### src/rtl/serial_word_adder.sv
// Bit-serial unsigned adder: accepts one (a, b, cin) request, adds it LSB first over WIDTH
// cycles, then presents the registered sum and carry-out until the consumer takes them.
module serial_word_adder #(
  parameter int unsigned WIDTH = 8
) (
  input  logic             clk,
  input  logic             rst,
  input  logic             in_valid,
  output logic             in_ready,
  input  logic [WIDTH-1:0] a,
  input  logic [WIDTH-1:0] b,
  input  logic             cin,
  output logic             out_valid,
  input  logic             out_ready,
  output logic [WIDTH-1:0] sum,
  output logic             cout,
  output logic             busy
);

  localparam int unsigned CntW = $clog2(WIDTH);
  localparam logic [CntW-1:0] LastBit = CntW'(WIDTH - 1);

  typedef enum logic [1:0] {
    StIdle,
    StShift,
    StDone
  } state_e;

  state_e           state_q, state_d;
  logic [WIDTH-1:0] a_sr_q, a_sr_d;
  logic [WIDTH-1:0] b_sr_q, b_sr_d;
  logic [WIDTH-1:0] s_sr_q, s_sr_d;
  logic             carry_q, carry_d;
  logic [CntW-1:0]  cnt_q, cnt_d;
  logic [WIDTH-1:0] sum_q, sum_d;
  logic             cout_q, cout_d;

  // One full-adder slice operating on the current LSBs.
  logic s_bit;
  logic c_bit;

  always_comb begin
    s_bit = a_sr_q[0] ^ b_sr_q[0] ^ carry_q;
    c_bit = (a_sr_q[0] & b_sr_q[0]) | (a_sr_q[0] & carry_q) | (b_sr_q[0] & carry_q);
  end

  always_comb begin
    state_d = state_q;
    a_sr_d  = a_sr_q;
    b_sr_d  = b_sr_q;
    s_sr_d  = s_sr_q;
    carry_d = carry_q;
    cnt_d   = cnt_q;
    sum_d   = sum_q;
    cout_d  = cout_q;

    unique case (state_q)
      StIdle: begin
        if (in_valid) begin
          a_sr_d  = a;
          b_sr_d  = b;
          carry_d = cin;
          cnt_d   = '0;
          state_d = StShift;
        end
      end
      StShift: begin
        s_sr_d  = {s_bit, s_sr_q[WIDTH-1:1]};
        a_sr_d  = a_sr_q >> 1;
        b_sr_d  = b_sr_q >> 1;
        carry_d = c_bit;
        if (cnt_q == LastBit) begin
          // Final bit: publish the completed word; counter stays at its maximum.
          sum_d   = {s_bit, s_sr_q[WIDTH-1:1]};
          cout_d  = c_bit;
          state_d = StDone;
        end else begin
          cnt_d = cnt_q + CntW'(1);
        end
      end
      StDone: begin
        if (out_ready) begin
          state_d = StIdle;
        end
      end
      default: begin
        state_d = StIdle;
      end
    endcase
  end

  always_ff @(posedge clk) begin
    if (rst) begin
      state_q <= StIdle;
      a_sr_q  <= '0;
      b_sr_q  <= '0;
      s_sr_q  <= '0;
      carry_q <= 1'b0;
      cnt_q   <= '0;
      sum_q   <= '0;
      cout_q  <= 1'b0;
    end else begin
      state_q <= state_d;
      a_sr_q  <= a_sr_d;
      b_sr_q  <= b_sr_d;
      s_sr_q  <= s_sr_d;
      carry_q <= carry_d;
      cnt_q   <= cnt_d;
      sum_q   <= sum_d;
      cout_q  <= cout_d;
    end
  end

  assign in_ready  = (state_q == StIdle);
  assign busy      = (state_q == StShift);
  assign out_valid = (state_q == StDone);
  assign sum       = sum_q;
  assign cout      = cout_q;

endmodule

### config.mk
export PLATFORM = sky130hd
export DESIGN_NAME = serial_word_adder
export DESIGN_NICKNAME = d
export VERILOG_FILES = /design/src/rtl/serial_word_adder.sv
export SDC_FILE = /design/constraint.sdc
export NUM_CORES = 1
export LEC_CHECK = 0
export BUFFER_PORTS_ARGS = -buffer_cell sky130_fd_sc_hd__buf_4
export CAP_MARGIN = 20
export CORE_ASPECT_RATIO = 1.5
export CORE_MARGIN = 10
export CORE_UTILIZATION = 40
export CTS_CLUSTER_DIAMETER = 80
export DETAILED_ROUTE_END_ITERATION = 10
export GPL_TIMING_DRIVEN = 0
export PLACE_DENSITY = 0.69
export SLEW_MARGIN = 20
export SYNTH_ARGS = -nofsm -noshare
export SYNTH_HDL_FRONTEND = slang
export SYNTH_SLANG_ARGS = --single-unit
### constraint.sdc
create_clock -name clk -period 4.12 [get_ports clk]
set_clock_uncertainty 0.1 [all_clocks]
set_input_delay 0.206 -clock clk [delete_from_list [all_inputs] [get_ports clk]]
set_output_delay 0.206 -clock clk [all_outputs]
set_load 0.01 [all_outputs]
==> impl_results.md, run 1 <==
- Share of layout cells above drive strength 1: 0.244
- Max Slew Vio Count: 0
- Hold EP: state_q[1]
- Endpoints failing hold: 0
- Post-CTS Hold Fix Bufs: 0
- Area grow syn2layout: 27.2%
- # nets final: between 200 and 250
- WL per Instance: 13.2 µm
- Worst-Margin Slew: 484 ps
- Final HPWL DP: around 2.6 mm
- Largest net degree at the start of global routing: 14
- Kind of critical path: reg2reg
- # fillers: 374
- VDD IR max: 0.393 mV
- All-Layer GR Usage: 0.0969
- Initial antenna violation count: 0
- Drc violations: 0
- Vias in the first global route: between 1000 and 1500
- Synth warn: 0
- Worst Path Required: 4180 ps
- Dpl cells: 250
- Hold path start: out_ready
- Hold depth: 3
- Core Region: roughly 0.0039 mm²
- TritonRoute pass-1 iters: 4
- Area of the die: 0.00697 mm²
- Root Buffer: clkbuf_8
- Global-route wire length before repair: 5.63 mm
- CTS max path bufs: 2
- Post-Syn Area: approximately 0.0016 mm²
- Num rows: 28
- Overflow after GRT: 0
- Crit path DAT: around 1800 ps
- Leading cell type in the layout, fill and taps excluded: dfxtp_1
- Syn nets: ~200
- Final Wtd Congestion: 0.736
- RSZ-0062 raised after global routing: false
- Ant. Diodes: 0
- Outcome: finished clean
- CTS tree: yes
- Clock slew at reported path FFs: 70 ps
- CTS Buf Count: 5
- DIE WIDTH: 71.6 µm
- Synth Register Bits: 38
- Hold_ws: 95.7 ps
- Final Cycle Share: 0.415
- Sequential share of the synthesized area: 0.477
- F_max: 585 MHz
- IO Count: 33
- Resized cells post-CTS: 0
- Pwr per Cell Area: 431 mW/mm²
- Worst Path Max Fanout: 10
- H-Tree Depth: 2
- Antenna viol nets, final: 0
- Critical path endpoint category: flip-flop
- Die Height: 97.3 µm
- 1st-iter DRT viols: 66
- FF-to-FF End: sum[1]
- FF-to-FF Start: cnt_q[1]
- Post-CTS setup buffer count: 0
- Worst min path class: in2reg
- Clock Sinks: 38
- Total Wirelength: between 3 and 4 mm
- P_leak: roughly 0.0008 µW
- Initial Util: 0.410
- Most frequent cells in the layout: dfxtp_1 (38), buf_4 (34), nand2_1 (26), nor2_1 (18), a21oi_1 (18)
- Worst skew pair latency: 290 ps
- Distinct cells, synth: 28
- Setup slack, reg-to-reg: around 2400 ps
- Post-route insts no fill: 258
- Max-capacitance violation count: 0
- Port Buf Inserts: 32
- Period minus WS final: about 1700 ps
- TNS Setup: 0 ps
- DR vias: 1269
- Count of cells along the worst register-to-register path: 6
- Worst rel slew slack: 0.678
- Gate Count Post-Synth: ~170
- Critical Path Source Type: flip-flop
- Synth Area per Inst: 9.22 µm²
- Drt via density: 4.92
- Setup violators final: 0
[state kept, by name (all words and copies together) (netlist names)]
name     cells
s_sr_q       7
cnt_q        3
b_sr_q       8
carry_q      1
cout         1
a_sr_q       8
state_q      2
sum          8
[logic make-up after synthesis]
kind of cell               count (synthesis)  synth area share
AOI/OAI and AO/OA                         40             0.160
adders and majority gates                  3            0.0282
buffers and inverters                     14            0.0620
DFF                                       38             0.477
muxes                                     15            0.0941
and+or+nand+nor                           63             0.179
[final cells by class]
type	count	area, µm²	area share
clock inverters	3	68.8	0.0339
inverters	2	10.0	0.00493
flip-flops and latches	38	761	0.375
well taps	45	56.3	0.0277
repair buffers	32	240	0.118
multi-input cells	121	736	0.363
clock buffers	5	68.8	0.0339
plain buffers	12	88.8	0.0438
[synthesized netlist by cell type]
library cell	instances	share of area
dfxtp_1	38	0.48
nand2_1	26	0.061
a21oi_1	18	0.056
nor2_1	18	0.042
a211oi_1	15	0.071
mux2i_1	15	0.094
nand3_1	9	0.028
nand2b_1	5	0.020
buf_2	4	0.013
a32oi_1	2	0.011
buf_4	2	0.0094
buf_6	2	0.014
clkbuf_1	2	0.0047
ha_1	2	0.016
o21ai_0	2	0.0063
and2b_1	1	0.0047
buf_1	1	0.0024
buf_12	1	0.013
fa_1	1	0.013
inv_1	1	0.0024
inv_4	1	0.0039
nand3b_1	1	0.0047
nor2b_1	1	0.0039
nor4b_2	1	0.0094
o21ba_2	1	0.0063
o21bai_1	1	0.0047
o31ai_1	1	0.0047
or2b_1	1	0.0047
[power by group]
group	total [µW]	internal, µW	switching, µW
clock network	378	243	135
logic	100	50.9	49.5
registers	397	386	11.0
[stage by stage]
step	util	power (µW)	setup slack (ps)	cell area, µm²
after floorplan	-	472	2670	1600
after global placement	0.486	504	2420	1890
after detailed placement	0.486	507	2420	1890
final	0.522	875	2410	2030
after CTS	0.522	884	2390	2030
after global routing	0.522	914	2210	2030
[how the worst max path moves through the flow]
stage / endpoint / depth (start not counted) / from
6_report: sum[1] / 6 / cnt_q[1]
3_5_place_dp: sum[1] / 6 / cnt_q[0]
5_1_grt: sum[0] / 6 / cnt_q[1]
4_1_cts: sum[1] / 6 / cnt_q[0]
2_1_floorplan: sum[0] / 6 / cnt_q[0]
3_3_place_gp: sum[6] / 6 / cnt_q[1]
[critical path, cell delays in order, from the launching register on]
cell and delay [ps]:
dfxtp_1 340, ha_1 150, ha_1 190, buf_2 230, nand3b_1 320, nand2_1 160
a21oi_1 70
[per-layer routing]
| metal | vias to the layer above | wire, µm | GRT usage |
|---|---|---|---|
| li1 | 678 | - | - |
| met1 | 555 | 1480 | 0.105 |
| met2 | 30 | 1620 | 0.159 |
| met3 | 6 | 257 | 0.0470 |
| met4 | 0 | 46 | 0.0314 |
| met5 | - | 0 | 0 |
Power figures use the tool's default switching activity.
==> inputs of run 2 (changes only) <==
- ABC_AREA: default -> 1
- clock period: 4.12 -> 1.6 ns (I/O delays scaled with it)
==> impl_results.md, run 2 <==
- Seq pwr share: 0.449 (-0.004)
- Post-synth top cells: nor2_1 (66), nand2_1 (63), dfxtp_1 (38), inv_1 (22), o21ai_0 (16)
- Final WS setup: 123 ps (-2290 ps)
- Largest cells by area after synthesis: dfxtp_1 (46%), nor2_1 (15%), nand2_1 (14%), inv_1 (5.0%), o21ai_0 (4.9%)
- Period minus WS final: about 1500 ps
- Syn nets: 270 (+37%)
- Initial antenna violation count: 0 (unchanged)
- Final HPWL DP: 2.80 mm (+9.8%)
- Synth Area per Inst: 6.70 µm² (-27%)
- TNS Setup: 0 ps (unchanged)
- Synth Register Bits: 38 (unchanged)
- EDFF count, synth: 0 (unchanged)
- Final Wtd Congestion: 0.762 (+3.5%)
- Count leader, synth: nor2_1
- Total Wirelength: 3.98 mm (+17%)
- Gate Count Post-Synth: 246 (+42%)
- CP cell instances: inv_1 > nand2_4 > inv_2 > buf_6 > buf_4
- Most frequent cells in the layout: nor2_1 (66), nand2_1 (63), dfxtp_1 (37), buf_4 (31), inv_1 (22)
- Compound-Gate Fraction of Synth Area: 0.112 (-0.0485)
- Synth top area share: 0.461 (-0.0156)
- Global-route wire length before repair: 6.56 mm (+16%)
- RSZ-0062 raised after global routing: false
- Clock slew at reported path FFs: 80 ps (about the same)
- Port Buf Inserts: 31 (-3.1%)
- Worst skew pair latency: 300 ps (about the same)
- Root Buffer: clkbuf_8
- Critical Path Source Type: flip-flop
- Dominant synthesized flop cell: dfxtp_1
- CTS max path bufs: 2 (unchanged)
- Synth warn: 0 (unchanged)
- VDD IR max: 0.714 mV (+82%)
- Crit path DAT: 1300 ps (-460 ps)
- Adder-cell share of the synthesized area: 0.0273 (-0.000921)
- Post-CTS setup buffer count: 0 (unchanged)
- P_leak: 0.00106 µW (+29%)
- Setup slack, reg-to-reg: 140 ps (-2270 ps)
- Worst Path Max Fanout: 11 (+1)
- DR vias: 1565 (+23%)
- Distinct cells, synth: 17 (-39%)
- Share of layout cells above drive strength 1: 0.181 (-0.0632)
- Num rows: 28 (unchanged)
- Sequential share of the synthesized area: 0.461 (-0.0156)
- WL per Instance: 11.8 µm (-11%)
- Worst-Margin Slew: 472 ps (-11.7 ps)
- IO Count: 33 (unchanged)
- Worst Path Required: 1420 ps (-2760 ps)
- CP max-delay cell: dfxtp_1
- Ant. Diodes: 0 (unchanged)
- Simple-gate portion of the synthesized area: 0.314 (+0.135)
- F_max: 677 MHz
- Setup violators final: 0 (unchanged)
- Outcome: finished clean
- Clk pwr share: 0.425 (-0.007)
- Largest net degree at the start of global routing: 14 (unchanged)
- Worst min path class: in2reg
- Area grow syn2layout: 31.3%
- Core Region: 0.00396 mm² (+1.8%)
- Post-synth top area cell: dfxtp_1
- Clock Sinks: 38 (unchanged)
- Internal power: 1750 µW (+160%)
- # nets final: 316 (+34%)
- 1st-iter DRT viols: 65 (-1.5%)
- Final Cycle Share: 0.923
- Die Height: 98.6 µm (+1.3%)
- NetSw: 543 µW (+180%)
- CP peak stage delay: 320 ps (-20 ps)
- Vias in the first global route: 1545 (+19%)
- # fillers: 404 (+8.0%)
- Endpoints failing hold: 0 (unchanged)
- Synth Area in XOR/XNOR: 0 (unchanged)
- Ys async rst share: 0 (unchanged)
- Max Slew Vio Count: 0 (unchanged)
- Area of the die: 0.00714 mm² (+2.5%)
- Drc violations: 0 (unchanged)
- Dpl cells: 322 (+29%)
- H-Tree Depth: 2 (unchanged)
- TritonRoute pass-1 iters: 4 (unchanged)
- CTS Buf Count: 5 (unchanged)
- Leading cell type in the layout, fill and taps excluded: nor2_1
- Post-Syn Area: 0.00165 mm² (+3.4%)
- Overflow after GRT: 0 (unchanged)
- DIE WIDTH: 72.4 µm (+1.2%)
- Post-route insts no fill: 338 (+31%)
- Max-capacitance violation count: 0 (unchanged)
- Drt via density: 4.63 (-5.9%)
- Antenna viol nets, final: 0 (unchanged)
- Sw Share: 0.236 (+0.0128)
- Pwr per Cell Area: 1060 mW/mm² (+150%)
- Initial Util: 0.417 (+0.00633)
- Main combinational cell family by area after synthesis: simple AND/OR/NAND/NOR gates
- Critical path endpoint category: output pin
- Pre-CTS setup slack: 25.9 ps (-2390 ps)
- Comb pwr share: 0.126 (+0.011)
- Worst rel slew slack: 0.685 (+0.00781)
- Kind of critical path: reg2out
- CTS tree: yes
- Mux cell area share after synthesis: 0 (-0.0941)
- All-Layer GR Usage: 0.112 (+0.0153)
==> run 2: changes by cell type after synthesis, sizes merged, moves of 2 or more <==
cell / delta
clkbuf: +3
a211oi: -15
a32oi: -2
o21ai: +27
inv: +21
nor2: +49
mux2i: -15
buf: -4
nand3: -6
nand2b: -5
nand2: +39
a21oi: -11
==> run 2: cell type report <==
type,count,area [µm²],area share
Tap cell,45,56.3,0.0260
Multi-Input combinational cell,175,766,0.354
Clock buffer,5,68.8,0.0318
Buffer,11,55.1,0.0254
Timing Repair Buffer,38,303,0.140
Sequential cell,38,762,0.352
Inverter,23,86.3,0.0399
Clock inverter,3,68.8,0.0318
==> run 2: what timing repair did <==
| action | in CTS | in global routing |
|---|---|---|
| endpoints found under the hold margin | 7 | 0 |
| endpoints found under the setup margin | 0 | 10 |
| resized for setup | 0 | 4 |
| hold buffers | 7 | 0 |
==> run 2: cells by family (layout without fill, tap and decap cells) <==
logic type	Yosys count	in the layout
AOI/OAI and AO/OA	36	36
adders and majority gates	3	3
buffers and inverters	34	80
DFF	38	38
and+or+nand+nor	135	136
==> run 2: power by group through the flow <==
stage                     clock, µW  sequential [µW]  combinational [µW]
after floorplan                   0             1040                 190
after global placement            0             1050                 270
after detailed placement          0             1050                 275
after CTS                       991             1030                 290
after global routing           1020             1040                 338
final                           976             1030                 290
==> run 2: path summary, 6_finish.rpt <==
kind                                 start  depth (start not counted)         to
worst max-delay path            state_q[1]                          5       busy
worst min-delay path                  a[4]                          5  a_sr_q[4]
worst max register to register    cnt_q[0]                          6     sum[0]
worst min register to register   a_sr_q[7]                          2  a_sr_q[7]
==> run 2: critical path: cells and delay by family (launching register included) <==
family	cells	cell delay (ps)
DFF	1	320
buffers and inverters	4	530
and+or+nand+nor	1	150
==> run 2: metrics by stage <==
stage                     total power [µW]   util  instance area (µm²)  hold slack (ps)
final                                 2300  0.547                 2170             5.03
after global routing                  2400  0.547                 2170             12.8
after CTS                             2310  0.542                 2150             9.99
after detailed placement              1330  0.490                 1940              247
after global placement                1320  0.490                 1940              243
after floorplan                       1230      -                 1650              123
==> run 2: layer usage <==
metal | up-vias | routed length (µm) | share of wire | global-route usage
met5 | - | 0 | 0 | 0
met2 | 23 | 2090 | 0.52 | 0.201
met4 | 0 | 72 | 0.018 | 0.0484
met3 | 7 | 199 | 0.050 | 0.0422
li1 | 845 | - | - | -
met1 | 690 | 1620 | 0.41 | 0.111
